<file path="src/rtl/sm4_pkg.sv">
// Shared constants for the SM4 job controller: core opcodes, host command codes, FSM states.
package sm4_pkg;

    localparam int unsigned BLK_W = 128;

    localparam logic [1:0] OP_KEY  = 2'b00;
    localparam logic [1:0] OP_ENC  = 2'b01;
    localparam logic [1:0] OP_DEC  = 2'b11;
    localparam logic [1:0] OP_IDLE = 2'b10;

    localparam logic [1:0] CMD_LOAD_KEY = 2'd0;
    localparam logic [1:0] CMD_ENC      = 2'd1;
    localparam logic [1:0] CMD_DEC      = 2'd2;
    localparam logic [1:0] CMD_RSVD     = 2'd3;

    typedef enum logic [1:0] {
        ST_IDLE     = 2'd0,
        ST_KEY_RUN  = 2'd1,
        ST_DATA_RUN = 2'd2,
        ST_RESP     = 2'd3
    } state_e;

    // Core opcode for a host data command (encrypt or decrypt).
    function automatic logic [1:0] data_core_op(input logic [1:0] cmd);
        return (cmd == CMD_DEC) ? OP_DEC : OP_ENC;
    endfunction

endpackage

</file>
<file path="src/rtl/sm4_watchdog.sv">
// Job watchdog: counts cycles while enabled, flags expiry on the TIMEOUT_CYCLES-th cycle.
module sm4_watchdog #(
    parameter int unsigned TIMEOUT_CYCLES = 64,
    parameter int unsigned TMO_W = $clog2(TIMEOUT_CYCLES + 1)
) (
    input  logic top_clk,
    input  logic top_rst,
    input  logic clr,
    input  logic en,
    output logic expired_c
);

    logic [TMO_W-1:0] cnt;

    // Saturates so a stalled enable can never wrap back to an unexpired count.
    always_ff @(posedge top_clk or posedge top_rst) begin
        if (top_rst) begin
            cnt <= '0;
        end else if (clr) begin
            cnt <= '0;
        end else if (en && (cnt != TMO_W'(TIMEOUT_CYCLES))) begin
            cnt <= cnt + TMO_W'(1);
        end
    end

    assign expired_c = en && (cnt >= TMO_W'(TIMEOUT_CYCLES - 1));

endmodule

</file>
<file path="src/rtl/sm4_job_ctrl.sv">
// SM4 job sequencer between a host command/response channel and the unrolled SM4 core.
// Define SM4_JOB_CTRL_PERF_EN to add the perf_blocks / perf_errors counters.
module sm4_job_ctrl
    import sm4_pkg::*;
#(
    parameter int unsigned TIMEOUT_CYCLES = 64,
    parameter int unsigned TMO_W = $clog2(TIMEOUT_CYCLES + 1)
) (
    input  logic             top_clk,
    input  logic             top_rst,
    input  logic             cmd_valid,
    output logic             cmd_ready,
    input  logic [1:0]       cmd_op,
    input  logic [BLK_W-1:0] cmd_key,
    input  logic [BLK_W-1:0] cmd_data,
    output logic             rsp_valid,
    input  logic             rsp_ready,
    output logic [BLK_W-1:0] rsp_data,
    output logic             rsp_err,
    output logic             key_valid,
`ifdef SM4_JOB_CTRL_PERF_EN
    output logic [31:0]      perf_blocks,
    output logic [15:0]      perf_errors,
`endif
    output logic [1:0]       core_opcode,
    output logic [BLK_W-1:0] core_key,
    output logic [BLK_W-1:0] core_datain,
    output logic             core_last,
    output logic             core_handshake,
    input  logic [BLK_W-1:0] core_dataout,
    input  logic             core_rk_complete,
    input  logic             core_data_complete
);

    state_e           state, state_n;
    logic             rsp_err_n, key_valid_n;
    logic [BLK_W-1:0] rsp_data_n, core_key_n, core_datain_n;
    logic [1:0]       core_opcode_n;
    logic             wd_clr, wd_en, wd_expired_c;
    logic             blk_done, err_rsp;

    sm4_watchdog #(
        .TIMEOUT_CYCLES(TIMEOUT_CYCLES),
        .TMO_W         (TMO_W)
    ) u_watchdog (
        .top_clk  (top_clk),
        .top_rst  (top_rst),
        .clr      (wd_clr),
        .en       (wd_en),
        .expired_c(wd_expired_c)
    );

    // State and registered outputs; handshake/strobe outputs follow the next state.
    always_ff @(posedge top_clk or posedge top_rst) begin
        if (top_rst) begin
            state          <= ST_IDLE;
            cmd_ready      <= 1'b0;
            rsp_valid      <= 1'b0;
            rsp_data       <= '0;
            rsp_err        <= 1'b0;
            key_valid      <= 1'b0;
            core_opcode    <= OP_IDLE;
            core_key       <= '0;
            core_datain    <= '0;
            core_last      <= 1'b0;
            core_handshake <= 1'b0;
        end else begin
            state          <= state_n;
            cmd_ready      <= (state_n == ST_IDLE);
            rsp_valid      <= (state_n == ST_RESP);
            rsp_data       <= rsp_data_n;
            rsp_err        <= rsp_err_n;
            key_valid      <= key_valid_n;
            core_opcode    <= core_opcode_n;
            core_key       <= core_key_n;
            core_datain    <= core_datain_n;
            core_last      <= (state_n == ST_KEY_RUN);
            core_handshake <= (state_n == ST_KEY_RUN);
        end
    end

    // Next-state and next-output logic.
    always_comb begin
        state_n       = state;
        rsp_data_n    = rsp_data;
        rsp_err_n     = rsp_err;
        key_valid_n   = key_valid;
        core_opcode_n = OP_IDLE;
        core_key_n    = core_key;
        core_datain_n = core_datain;
        wd_clr        = 1'b0;
        wd_en         = 1'b0;
        blk_done      = 1'b0;
        err_rsp       = 1'b0;

        case (state)
            ST_IDLE: begin
                if (cmd_valid && cmd_ready) begin
                    if (cmd_op == CMD_LOAD_KEY) begin
                        core_key_n    = cmd_key;
                        key_valid_n   = 1'b0;
                        wd_clr        = 1'b1;
                        core_opcode_n = OP_KEY;
                        state_n       = ST_KEY_RUN;
                    end else if ((cmd_op != CMD_RSVD) && key_valid) begin
                        core_datain_n = cmd_data;
                        wd_clr        = 1'b1;
                        core_opcode_n = data_core_op(cmd_op);
                        state_n       = ST_DATA_RUN;
                    end else begin
                        rsp_err_n  = 1'b1;
                        rsp_data_n = '0;
                        err_rsp    = 1'b1;
                        state_n    = ST_RESP;
                    end
                end
            end
            ST_KEY_RUN: begin
                wd_en         = 1'b1;
                core_opcode_n = OP_KEY;
                if (core_rk_complete) begin
                    key_valid_n   = 1'b1;
                    rsp_err_n     = 1'b0;
                    rsp_data_n    = '0;
                    core_opcode_n = OP_IDLE;
                    state_n       = ST_RESP;
                end else if (wd_expired_c) begin
                    rsp_err_n     = 1'b1;
                    rsp_data_n    = '0;
                    err_rsp       = 1'b1;
                    core_opcode_n = OP_IDLE;
                    state_n       = ST_RESP;
                end
            end
            ST_DATA_RUN: begin
                wd_en         = 1'b1;
                core_opcode_n = core_opcode;
                // Completion is tested first so it wins over a same-cycle timeout.
                if (core_data_complete) begin
                    rsp_data_n    = core_dataout;
                    rsp_err_n     = 1'b0;
                    blk_done      = 1'b1;
                    core_opcode_n = OP_IDLE;
                    state_n       = ST_RESP;
                end else if (wd_expired_c) begin
                    rsp_err_n     = 1'b1;
                    rsp_data_n    = '0;
                    err_rsp       = 1'b1;
                    core_opcode_n = OP_IDLE;
                    state_n       = ST_RESP;
                end
            end
            ST_RESP: begin
                if (rsp_ready) begin
                    state_n = ST_IDLE;
                end
            end
            default: begin
                state_n = ST_IDLE;
            end
        endcase
    end

`ifdef SM4_JOB_CTRL_PERF_EN
    // Saturating job statistics.
    always_ff @(posedge top_clk or posedge top_rst) begin
        if (top_rst) begin
            perf_blocks <= '0;
            perf_errors <= '0;
        end else begin
            if (blk_done && (perf_blocks != '1)) begin
                perf_blocks <= perf_blocks + 32'd1;
            end
            if (err_rsp && (perf_errors != '1)) begin
                perf_errors <= perf_errors + 16'd1;
            end
        end
    end
`else
    logic perf_unused;
    assign perf_unused = blk_done ^ err_rsp;
`endif

endmodule
</file>
<file path="config.mk">
export PLATFORM = sky130hd
export DESIGN_NAME = sm4_job_ctrl
export DESIGN_NICKNAME = d
export VERILOG_FILES = /design/src/rtl/sm4_pkg.sv /design/src/rtl/sm4_watchdog.sv /design/src/rtl/sm4_job_ctrl.sv
export SDC_FILE = /design/constraint.sdc
export NUM_CORES = 1
export LEC_CHECK = 0
export CAP_MARGIN = 25
export CORE_AREA = 3 3 303 305
export CTS_BUF_LIST = sky130_fd_sc_hd__clkbuf_16
export DETAILED_ROUTE_END_ITERATION = 6
export DIE_AREA = 0 0 306 308
export SLEW_MARGIN = 15
export SYNTH_ARGS = -nofsm -noshare
export SYNTH_HDL_FRONTEND = slang
export SYNTH_SLANG_ARGS = --single-unit
</file>
<file path="constraint.sdc">
create_clock -name top_clk -period 47 [get_ports top_clk]
set_input_delay 11.75 -clock top_clk [delete_from_list [all_inputs] [get_ports top_clk]]
set_output_delay 11.75 -clock top_clk [all_outputs]
set_load 0.1 [all_outputs]
</file>
Yosys cells after proc, flatten, opt, wreduce, memory -nomap -nowiden

Index checks and enable logic that the tools add are counted.

Word-level logic and storage cells: 85
Input bits: 392
Flip-flop bits (word level): 400
Output and inout port bits: 392

Magnitude comparators: 1
Equality and inequality tests: 14
$add $sub $neg: 1
Bitwise gates (word level): 1
Reductions and logical operators: 15
Muxes and demuxes: 42

Operators with widths:

| operator                                                                             | count |
|---|---|
| 128-bit 2-to-1 mux                                                                   | 6 |
| 128-bit case mux with 3 select lines                                                 | 1 |
| 2-bit 2-to-1 mux                                                                     | 14 |
| 1-bit 2-to-1 mux                                                                     | 15 |
| 7-bit 2-to-1 mux                                                                     | 2 |
| 2-bit != test (second input constant)                                                | 6 |
| 4-bit AND reduction                                                                  | 3 |
| 2-bit == test (second input constant)                                                | 4 |
| 2-bit case mux with 4 select lines                                                   | 1 |
| 7-bit by 1-bit adder with 7-bit output (second input constant)                       | 1 |
| 7-bit by 6-bit greater-or-equal comparator with 1-bit output (second input constant) | 1 |
| 7-bit != test (second input constant)                                                | 1 |
| 2-bit logical NOT                                                                    | 3 |
| 2-bit case mux with 3 select lines                                                   | 1 |
| 2-bit by 1-bit == test with 1-bit output (second input constant)                     | 2 |
| 1-bit logical AND                                                                    | 4 |
| 2-bit nonzero test                                                                   | 2 |
| 3-bit by 2-bit != test with 1-bit output (second input constant)                     | 1 |
| 1-bit case mux with 3 select lines                                                   | 1 |
| 3-bit AND reduction                                                                  | 1 |
| 3-bit nonzero test                                                                   | 1 |
| 1-bit case mux with 2 select lines                                                   | 1 |
| 2-bit OR reduction                                                                   | 1 |
| 1-bit inverter                                                                       | 1 |

Depth between registers and ports, before layout

Gate-level depths: netlist of run 1.

Word-level depth: 8
Gate-level depth with buffers: 9
Depth with buffers taken out: 6

Cells and area by module

Synthesis of run 1 repeated with hierarchy kept, for this count alone.

Cell total of the unflattened synthesis: 937
Area total of the unflattened synthesis: 15113.2 sq um

By module, submodules not included:

| module       | seq. area each (sq um) | cells each | instances | area each (sq um) |
|---|---|---|---|---|
| sm4_job_ctrl | 9835.7                 | 892        | 1         | 14702.9 |
| sm4_watchdog | 175.2                  | 45         | 1         | 410.4 |

Least setup slack after synthesis of run 1

OpenSTA, ideal clock, no wires.

Path type: input port to flip-flop
Start point: in cmd_valid
End point: reg core_datain[103]
Path slack: 33.880 ns
Buffers on the path: 2
Library setup time: 0.125 ns
Data required time: 46.875 ns
Arrival: 12.994 ns
Cell stages on the path: 5
Path through: nand2_1 -> nor4_2 -> buf_2 -> buf_4 -> mux2_2

Cells in the longest elaborated chain, start to end: 2

RTL lines:

| item                          | line               | RTL |
|---|---|---|
| start, declared               | sm4_job_ctrl.sv:11 | `input logic cmd_valid,` |
| 1-bit logical AND             | sm4_job_ctrl.sv:98 | `if (cmd_valid && cmd_ready) begin` |
| 4-bit AND reduction (no line) | --                 |  |
| end signal, assigned          | sm4_job_ctrl.sv:76 | `core_datain <= core_datain_n;` |
| end, declared                 | sm4_job_ctrl.sv:27 | `output logic [BLK_W-1:0] core_datain,` |

No other way between the ends.
A chain may end at the register's enable or synchronous reset.

Worst setup path after layout of run 1

Start point: in cmd_valid
End point: reg rsp_data[21]

Cells in the longest elaborated chain, start to end: 3

RTL lines:

| item                          | line               | RTL |
|---|---|---|
| 1-bit logical AND             | sm4_job_ctrl.sv:98 |  |
| 2-bit != test (no line)       | --                 |  |
| 4-bit AND reduction (no line) | --                 |  |
| end signal, assigned          | sm4_job_ctrl.sv:71 | `rsp_data <= rsp_data_n;` |
| end, declared                 | sm4_job_ctrl.sv:18 | `output logic [BLK_W-1:0] rsp_data,` |

No other way between the ends.

==> results.cfg, run 1 <==
[status]
status = finished clean

[floorplanning]
die_width_um = 306
start_util_pct = 18.6
ios = 784
die_area_sq_mm = 0.0942
num_rows = 110
core_area_sq_mm = 0.0896
die_y_um = 308

[worst_setup_path]
slowest_stage = buf_4
reg2reg_from = state[0]
cpPeakStageDelay_ns = 0.74
arrival_ns = 15.10
startpoint = cmd_valid
worstPathCellList = clkdlybuf4s50_1 > nand2_1 > a21o_1 > a211oi_4 > buf_4 > buf_4 > a22o_1
path_buf_inv = 3
required_ns = 47.54
path_common_cell = buf_4
path_delay_family = buffers and inverters
cp_max_fo = 72
end_kind = flip-flop
critPathKind = primary input to flip-flop
crit_path_start_kind = primary input

[logic_synthesis]
syn_inst = 1200
yosysTopAreaCell = dfrtp_1
synth-seq-cells = 400
synth_area_leaders = dfrtp_1 (60%), mux2_2 (16%), a22o_1 (6.3%), o221ai_1 (3.9%), nand2b_1 (2.1%)
ys_seq_area_share_pct = 60.0
syn-cell-area_sq_mm = 0.0167
syn_area_per_cell_sq_um = 13.9
synth_top_area_share_pct = 59.9
async_reset_ff_share_pct = 100
ys_types = 53
yosys_warnings = 0
synth_nets = 1600
ys_dominant_reg_cell = dfrtp_1
synth_edf_count = 0

[route]
via_per_inst = 4.32
drtIter0Drc = 701
wirelength_mm = 67.4
ant_nets = 0
routedWlPerCell_um = 21.2
drtPass1Iterations = 5
via_count = 13700
route.detailed.drc = 0

[timing]
finalSetupTns_ns = 0
rsz0062_at_grt = no
setup_violations = 0
holdWs_ns = 0.487
slew_headroom_pct = 25.4
slew_viol_final = 0
finalCriticalPeriod_ns = 14.56
finalHoldViolCount = 0
worst_slew_pin_slew_ns = 1.12
timing.final.crit_share_pct = 31.0
skew_ns = 0.0286
fmaxAchievable_mhz = 68.7

[global_route]
grt-ovfl-total = 0
grt_pass1_wl_mm = 98.6
grt_max_degree = 112
grt_pass1_vias = 14600
grt_usage_pct = 13.7
antenna_found_initial = 9

[clock_network]
numCtsBuffers = 49
clkLatencyLatePin_ns = 0.60
htreeDepth = 2
tritoncts = built
cts-resized-gates = 0
post_cts_buffers = 0
cts_hold_repair.buffers = 0
numClockSinks = 400
clk_pin_slew_ns = 0.06
root_buffer = clkbuf_16
cts.path.max_buffers = 3

[cells_and_area]
fin_area_sq_mm = 0.0275
fill_cells = 8972
multi_input_area_sq_mm = 0.00621
finish.utilization_pct = 30.7
area_growth_pct = 65.0
nets = 2357
drive_gt1_share_pct = 18.3
seq_area_sq_mm = 0.0100

[place]
portBuffers = 783
placed_area_sq_mm = 0.0259
gp_congestion = 0.811
hpwl_mm = 49.2

[worst_hold_path]
hp-start = core_datain[2]
hp-class = flip-flop to flip-flop

[flow_run]
maxCapViolCount = 0
-- state kept, by name, indices dropped and copies added, names as in the netlist --
| register | cells |
|---|---|
| core_key | 128 |
| core_opcode | 2 |
| cmd_ready | 1 |
| core_datain | 128 |
| rsp_err | 1 |
| core_handshake | 1 |
| rsp_data | 128 |
| rsp_valid | 1 |
| key_valid | 1 |
| u_watchdog.cnt | 7 |
| state | 2 |
-- cell usage after synthesis (4+ instances only) --
cell type / instances
dfrtp_1: 399
mux2_2: 243
a22o_1: 119
o221ai_1: 74
a21oi_1: 68
nand2b_1: 57
buf_2: 49
clkbuf_1: 41
mux2_1: 15
buf_4: 12
a211oi_1: 10
or2b_1: 10
a32o_1: 9
nor2_1: 9
ha_1: 8
inv_1: 8
nor2b_1: 6
buf_1: 4
o21ai_0: 4
-- cells by family after synthesis --
kind of cell / after synthesis / synth area share, %
compound gates: 305 / 14.3
xor+xnor: 6 / 0.315
fa+ha+maj: 8 / 0.600
buf+inv: 115 / 3.23
flops: 400 / 60.0
mux: 259 / 17.5
simple gates: 107 / 3.99
-- final timing paths --
path,to,slack (ns),cells after the start
setup / recovery,rsp_data[21],32.44,7
hold reg to reg,core_datain[2],0.49,1
setup reg to reg,core_datain[33],42.91,7
hold / removal,core_datain[2],0.49,1
max in group asynchronous,rsp_data[55],33.28,5
min in group asynchronous,core_key[36],11.72,2
-- final cells by class --
class                           instances  share of cell area [%]
Sequential cell                       400                    36.4
Timing Repair Buffer                  812                    29.8
Multi-Input combinational cell        685                    22.6
Tap cell                             1176                    5.35
Clock buffer                           50                    4.55
Clock inverter                         40                    1.16
Inverter                                9                   0.155
Antenna cell                            1                 0.00910
-- cells in the final DEF (no fill, tap or decap), types with 3 or more instances in the layout --
cell type / n
a211oi_1: 9
a21oi_1: 67
a22o_1: 119
a32o_1: 9
buf_16: 7
buf_4: 21
bufinv_16: 4
clkbuf_16: 50
clkdlybuf4s50_1: 782
clkinv_1: 8
clkinv_2: 16
dfrtp_1: 399
ha_1: 7
inv_1: 12
inv_6: 4
mux2_1: 15
mux2_2: 243
nand2_1: 3
nand2b_1: 57
nand3_1: 3
nand4_1: 3
nor2_1: 9
nor2b_1: 5
o21ai_0: 4
o221ai_1: 74
or2b_1: 10
xnor2_1: 3
xor2_1: 3
-- metrics by stage --
step,std cells,setup slack [ns]
floorplan,1200,24.13
global placement,3074,31.98
detailed placement,3079,31.81
CTS,3169,32.46
global route,3172,32.29
finish,3173,32.44
-- layer usage --
layer	up-vias	part of all wire, %	track usage (%)	wire, um
met5	-	0.039	0	26
met1	7022	41	16.8	27600
met3	71	7.2	3.90	4860
li1	6021	-	-	-
met4	4	1.9	3.72	1270
met2	578	50	23.4	33600
Power of run 1 is left out: the tool's default activity adds up to more than one toggle a clock period on the data nets, which glitch-free logic cannot reach.
==> inputs of run 2 (changes only) <==
- clock period: 47 -> 12.07 ns (I/O delays scaled with it)
==> results.cfg, run 2 (synthesized netlist as in run 1, its figures left out) <==
[status]
status = finished clean

[clock_network]
numClockSinks = 400
root_buffer = clkbuf_16
clk_pin_slew_ns = 0.06
tritoncts = built
cts.path.max_buffers = 3
clkLatencyLatePin_ns = 0.58
numCtsBuffers = 50
post_cts_buffers = 0
cts-resized-gates = 0
cts_hold_repair.buffers = 0
htreeDepth = 2

[floorplanning]
die_y_um = 308
num_rows = 110
die_area_sq_mm = 0.0942
ios = 784
die_width_um = 306
start_util_pct = 18.6
core_area_sq_mm = 0.0896

[timing]
skew_ns = 0.0184
finalSetupTns_ns = 0
slew_viol_final = 0
slew_headroom_pct = 27.7
rsz0062_at_grt = no
finalHoldViolCount = 0
timing.final.crit_share_pct = 47.0
finalCriticalPeriod_ns = 5.67
setup_violations = 0
fmaxAchievable_mhz = 176
setup_slack_ns = 6.40
worst_slew_pin_slew_ns = 1.08

[worst_setup_path]
critPathKind = primary input to flip-flop
cp_max_fo = 66
arrival_ns = 6.12
crit_path_start_kind = primary input
end_kind = flip-flop
required_ns = 12.52

[cells_and_area]
biggestRegsByFlops = core_datain x128, core_key x128, rsp_data x128
drive_gt1_share_pct = 18.0
fill_cells = 8919
final_common_cell = clkdlybuf4s50_1
area_growth_pct = 65.2
final_cell_mix = clkdlybuf4s50_1 (781), dfrtp_1 (399), mux2_2 (243)
nets = 2354

[worst_hold_path]
hp-class = flip-flop to flip-flop

[route]
route.detailed.drc = 0
wirelength_mm = 67.4
drtIter0Drc = 855
via_per_inst = 4.27
via_count = 13600
drtPass1Iterations = 5
routedWlPerCell_um = 21.2
ant_nets = 0

[global_route]
grt_max_degree = 176
grt_pass1_wl_mm = 98.8
grt_pass1_vias = 14700
antenna_found_initial = 10
grt_usage_pct = 13.7
grt-ovfl-total = 0

[place]
portBuffers = 783
hpwl_mm = 48.1
gp_congestion = 0.867
place_worst_setup_slack_ns = 5.59

[flow_run]
maxCapViolCount = 0
## run 2: cell count changes in the layout (fill, tap and decap cells not counted), moves of 2 or more
cell        change
buf_4           -6
inv_6           -2
clkinv_2        -7
diode_2         +4
clkinvlp_4      +5
inv_1           +7
buf_12          +3
buf_16          +2
bufinv_16       -2
clkinv_1        -2
clkinv_4        +3
## run 2: worst paths after layout
| path | start | to | slack (ns) | cells past startpoint |
|---|---|---|---|---|
| min | core_datain[1] | core_datain[1] | 0.48 | 1 |
| max | cmd_valid | core_datain[45] | 6.40 | 7 |
| min in group asynchronous | top_rst | rsp_data[8] | 3.12 | 3 |
| max in group asynchronous | top_rst | rsp_data[30] | 7.56 | 4 |
| max reg2reg | state[0] | core_datain[45] | 7.71 | 8 |
| min reg2reg | core_datain[1] | core_datain[1] | 0.48 | 1 |
## run 2: layout make-up
cell class	instances	area, sq um	area share (%)
multi-input cells	685	6210	22.6
repair buffers	808	8240	29.9
clock buffers	51	1280	4.63
flip-flops and latches	400	10000	36.4
inverters	9	38.8	0.141
well taps	1176	1470	5.34
clock inverters	41	277	1.00
diodes	5	12.5	0.0454
## run 2: critical path, stage by stage
cell and delay (ns):
clkdlybuf4s50_1 0.56, nand2_1 0.27, nor4_4 0.28, buf_4 0.46, buf_16 0.28, buf_4 0.69
mux2_2 0.42
## run 2: stage by stage
step	std cells	area (sq um)	hold slack [ns]	util [%]
3_3_place_gp	3068	25700	0.470	28.7
4_1_cts	3166	27400	0.488	30.6
5_1_grt	3170	27500	0.502	30.7
3_5_place_dp	3074	25900	0.475	28.9
2_1_floorplan	1200	16700	0.538	-
6_report	3175	27500	0.484	30.7
## run 2: routing by layer
| metal | vias up | global-route usage [%] | share of wire (%) |
|---|---|---|---|
| met5 | - | 0 | 0.019 |
| met4 | 2 | 3.41 | 2.0 |
| met3 | 80 | 4.29 | 8.1 |
| met2 | 547 | 23.6 | 50 |
| met1 | 6905 | 16.6 | 40 |
| li1 | 6026 | - | - |
Power of run 2 is left out for the same reason.
==> variant 1: new RTL, settings of run 1 <==
Register the output `rsp_err` once more; this adds one clock of latency there. The other outputs are not delayed to match.
--- a/src/rtl/sm4_job_ctrl.sv
+++ b/src/rtl/sm4_job_ctrl.sv
@@ -32,6 +32,8 @@
     input  logic             core_data_complete
 );
 
+    logic rsp_err_s0;
+
     state_e           state, state_n;
     logic             rsp_err_n, key_valid_n;
     logic [BLK_W-1:0] rsp_data_n, core_key_n, core_datain_n;
@@ -57,7 +59,7 @@
             cmd_ready      <= 1'b0;
             rsp_valid      <= 1'b0;
             rsp_data       <= '0;
-            rsp_err        <= 1'b0;
+            rsp_err_s0     <= 1'b0;
             key_valid      <= 1'b0;
             core_opcode    <= OP_IDLE;
             core_key       <= '0;
@@ -69,7 +71,7 @@
             cmd_ready      <= (state_n == ST_IDLE);
             rsp_valid      <= (state_n == ST_RESP);
             rsp_data       <= rsp_data_n;
-            rsp_err        <= rsp_err_n;
+            rsp_err_s0     <= rsp_err_n;
             key_valid      <= key_valid_n;
             core_opcode    <= core_opcode_n;
             core_key       <= core_key_n;
@@ -83,7 +85,7 @@
     always_comb begin
         state_n       = state;
         rsp_data_n    = rsp_data;
-        rsp_err_n     = rsp_err;
+        rsp_err_n     = rsp_err_s0;
         key_valid_n   = key_valid;
         core_opcode_n = OP_IDLE;
         core_key_n    = core_key;
@@ -181,4 +183,8 @@
     assign perf_unused = blk_done ^ err_rsp;
 `endif
 
+    always_ff @(posedge top_clk) begin
+        rsp_err <= rsp_err_s0;
+    end
+
 endmodule
Behaviour: not the same (Yosys sat finds a counterexample within 4 cycles, from zero or initial values and one cycle with top_rst high).
==> variant 1 against run 1 <==
- count of clock-buffer cells in the layout down 2
- global-route usage down 1.3 points
- largest cell class unchanged
- wire length down 8.5%
- synthesized area up 0.34%
- worst setup slack better by 0.36 ns
- design area down 0.18%
- sequential cell count up 1
Power is left out: the tool's default activity adds up to more than one toggle a clock period on the data nets, which glitch-free logic cannot reach.
==> variant 1: results (changes against run 1) <==
[synth]
yosysSeqAreaShare_pct = 60.0  ; -0.082 points
synth_top_area_share_pct = 59.7  ; -0.20 points
synth-async-reset-ratio_pct = 99.8  ; -0.25 points
synth_area_leaders = dfrtp_1 60%, mux2_1 8.8%, mux2_2 8.5%

[worst_hold_path]
whs_path_depth = 0  ; -1
min_to = rsp_err$_DFF_P_

[outcome]
status = completed

[timing]
hold_ws_ns = 0.377  ; -0.111 ns
tightest_slew_ns = 1.09  ; -0.0282 ns

[clock_tree]
cts_made_buffers = 48  ; -2.0%

[global_routing]
grt_pass1_vias = 14700  ; +0.38%
grt_max_degree = 147  ; +31%
grt_use_met2_pct = 21.1  ; -2.3 points
grt_use_met3_pct = 3.96  ; +0.055 points
grt_usage_pct = 12.4  ; -1.3 points

[placement]
dpl_cell_area_um2 = 25900  ; +0.23%
gp_congestion = 0.795  ; -1.9%
place_hpwl_um = 44500  ; -9.7%

[drt]
wl_met2_um = 30700  ; -8.7%
met1_length_um = 23000  ; -17%
detail_route.wl_per_cell_um = 19.4  ; -8.5%
viasPerCell = 4.30  ; -0.41%
top_layer_used = met4
drtIter0Drc = 750  ; +7.0%

[critical_path]
cp.arrival_ns = 14.67  ; -0.43 ns
worstPathMaxFanout = 64  ; -11%
r2r-end = core_datain[89]$_DFFE_PP0P_

[finish]
fill_cells = 8962  ; -0.11%

-- variant 1: cell types whose count changed after synthesis, moves of 2 or more --
cell and delta:
buf_1 +4, buf_2 -4, buf_6 +2, mux2_1 +116
mux2_2 -116, nand2b_1 +10, or2b_1 -10
-- variant 1: area by class of cell --
cell class	instances	share of cell area [%]
antenna	3	0.0273
clock buffer	48	4.37
clock inverter	39	0.980
inverter	9	0.150
multi-input combinational	687	22.7
sequential	401	36.5
tap	1176	5.36
timing repair buffer	808	29.9
-- variant 1: cell families after synthesis --
kind of cell	Yosys count	synth area share (%)
XOR/XNOR	6	0.314
buffers and inverters	117	3.34
multiplexers	259	17.4
AO/OA/AOI/OAI	307	14.4
adder cells (fa/ha/maj)	8	0.598
AND/OR/NAND/NOR	107	3.93
flip-flops	401	60.0
-- variant 1: critical path, cell delays in order --
cell and delay, ns:
clkdlybuf4s50_1 0.56, nand2_2 0.19, a21oi_4 0.41, buf_4 0.67, o221ai_4 0.36, buf_4 0.38
a22o_1 0.27
-- variant 1: how the worst max path moves through the flow --
stage          cells past startpoint  slack [ns]                       end  startpoint
3_3_place_gp                       7       31.82  rsp_data[30]$_DFFE_PP0P_   cmd_op[0]
6_report                           7       32.79  rsp_data[52]$_DFFE_PP0P_   cmd_valid
5_1_grt                            7       32.64  rsp_data[52]$_DFFE_PP0P_   cmd_valid
4_1_cts                            7       32.32  rsp_data[44]$_DFFE_PP0P_   cmd_op[0]
3_5_place_dp                       7       31.68  rsp_data[15]$_DFFE_PP0P_   cmd_op[0]
2_1_floorplan                      1       24.13       cmd_ready$_DFF_PP0_     top_rst
-- variant 1: metrics by stage --
stage | std cells | util (%)
after floorplan | 1205 | -
after global placement | 3072 | 28.7
after detailed placement | 3078 | 28.9
after CTS | 3165 | 30.6
after global routing | 3170 | 30.6
final | 3171 | 30.6
==> variant 2: new RTL, settings of run 1 <==
Without the edit above. Add a define of `SM4_JOB_CTRL_PERF_EN`.
--- a/src/rtl/sm4_job_ctrl.sv
+++ b/src/rtl/sm4_job_ctrl.sv
@@ -1,5 +1,7 @@
 // SM4 job sequencer between a host command/response channel and the unrolled SM4 core.
 // Define SM4_JOB_CTRL_PERF_EN to add the perf_blocks / perf_errors counters.
+`define SM4_JOB_CTRL_PERF_EN
+
 module sm4_job_ctrl
     import sm4_pkg::*;
 #(
Function (old outputs only; new: perf_blocks and perf_errors): kept (Yosys induction, for registers that start in step).
==> variant 2 against run 1 <==
- worst setup slack got worse by 0.68 ns
- synthesized cell count shrank 3.0%
- design area is 4.9% higher
- first-iteration DRC count fell by 4.7%
- cell count up 1.6%
- synthesized area up 3.7%
- worst hold slack gained 0.013 ns
- register-to-register slack improved by 0.55 ns
- wire length is 7.7% lower
- sequential cell count increased by 48
- critical path type is now primary input to async pin
Power is left out: the tool's default activity adds up to more than one toggle a clock period on the data nets, which glitch-free logic cannot reach.
==> variant 2: results (changes against run 1) <==
[synth]
yosysSeqAreaShare_pct = 64.9  ; +4.8 points
synth_area_leaders = dfrtp_1 65%, mux2_2 17%, a22o_1 6.5%
synth_top_cells_by_count = 447 x dfrtp_1, 261 x mux2_2, 128 x a22o_1
syn_nets = 1566  ; -2.1%
syn_avg_cell_area_um2 = 14.9  ; +6.9%
yosysUniqueCellTypes = 52  ; -1.9%

[finish]
drive_gt1_share_pct = 18.3  ; about the same
layout.nets = 2409  ; +2.2%

[clock_tree]
cts_made_buffers = 52  ; +6.1%

[critical_path]
critPathCapture = perf_blocks[17]$_DFFE_PP0P_
worstSetupStartpoint = top_rst
max_stage_delay_ns = 0.82  ; +0.08 ns
r2r-end = core_datain[11]$_DFFE_PP0P_
cp.arrival_ns = 15.84  ; +0.74 ns
rrSetupSlack_ns = 43.46  ; +0.55 ns
worstPathMaxFanout = 77  ; +6.9%
reg2reg_depth = 6  ; -1

[global_routing]
antenna_found_initial = 7  ; -2
grt_use_met2_pct = 22.2  ; -1.1 points
use_met1_pct = 13.8  ; -3.0 points
grt_use_met3_pct = 4.49  ; +0.59 points
grt_pass1_wl_um = 90900  ; -7.8%
grt_pass1_vias = 14200  ; -2.9%
grt_usage_pct = 12.5  ; -1.1 points

[drt]
finalWirelength_um = 62200  ; -7.7%
dr.pass1.iters = 4  ; -1
vias = 13100  ; -4.6%
detail_route.wl_per_cell_um = 19.3  ; -9.1%
drtIter0Drc = 668  ; -4.7%

[placement]
dp_worst_setup_slack_ns = 30.89  ; -0.917 ns
portBuffers = 831  ; +6.1%
gp_congestion = 0.846  ; +4.3%

[timing]
fin_skew_ns = 0.0186  ; -0.00998 ns
slew_headroom_pct = 25.2  ; -0.21 points
clock.fmax_mhz = 65.6  ; -4.5%

[outcome]
status = completed

==> variant 2: final cells by class <==
type	count	area share, %
antenna	2	0.0174
clock buffer	53	4.60
clock inverter	39	1.08
inverter	16	0.234
multi-input combinational	636	20.1
sequential	448	38.9
tap	1176	5.10
timing repair buffer	853	30.0
==> variant 2: routing by layer <==
metal  part of all wire [%]  wire length [um]
met4                    3.0              1850
met3                    8.9              5550
met1                     36             22700
met5                  0.058                36
met2                     52             32100
==> variant 2: per-stage QoR <==
step | hold WS, ns | util, %
after floorplan | 0.531 | -
after global placement | 0.485 | 30.1
after detailed placement | 0.487 | 30.3
after CTS | 0.499 | 32.2
after global routing | 0.513 | 32.2
final | 0.501 | 32.2
==> variant 2: logic make-up after synthesis <==
group / Yosys count / synth area share [%]
xor gates and xnor gates: 48 / 2.43
DFF: 448 / 64.9
adders and majority gates: 10 / 0.724
buffers and inverters: 80 / 1.91
AOI/OAI and AO/OA: 162 / 7.81
muxes: 263 / 17.1
and+or+nand+nor: 153 / 5.15
==> variant 2: how the worst min path moves through the flow <==
stage | slack [ns] | start | endpoint | cells after the start
global route | 0.51 | core_datain[125]$_DFFE_PP0P_ | core_datain[125]$_DFFE_PP0P_ | 1
floorplan | 0.53 | u_watchdog.cnt[1]$_DFFE_PP0P_ | u_watchdog.cnt[1]$_DFFE_PP0P_ | 2
CTS | 0.50 | perf_errors[4]$_DFFE_PP0P_ | perf_errors[4]$_DFFE_PP0P_ | 1
global placement | 0.49 | perf_blocks[10]$_DFFE_PP0P_ | perf_blocks[10]$_DFFE_PP0P_ | 1
finish | 0.50 | perf_errors[4]$_DFFE_PP0P_ | perf_errors[4]$_DFFE_PP0P_ | 1
detailed placement | 0.49 | perf_errors[4]$_DFFE_PP0P_ | perf_errors[4]$_DFFE_PP0P_ | 1
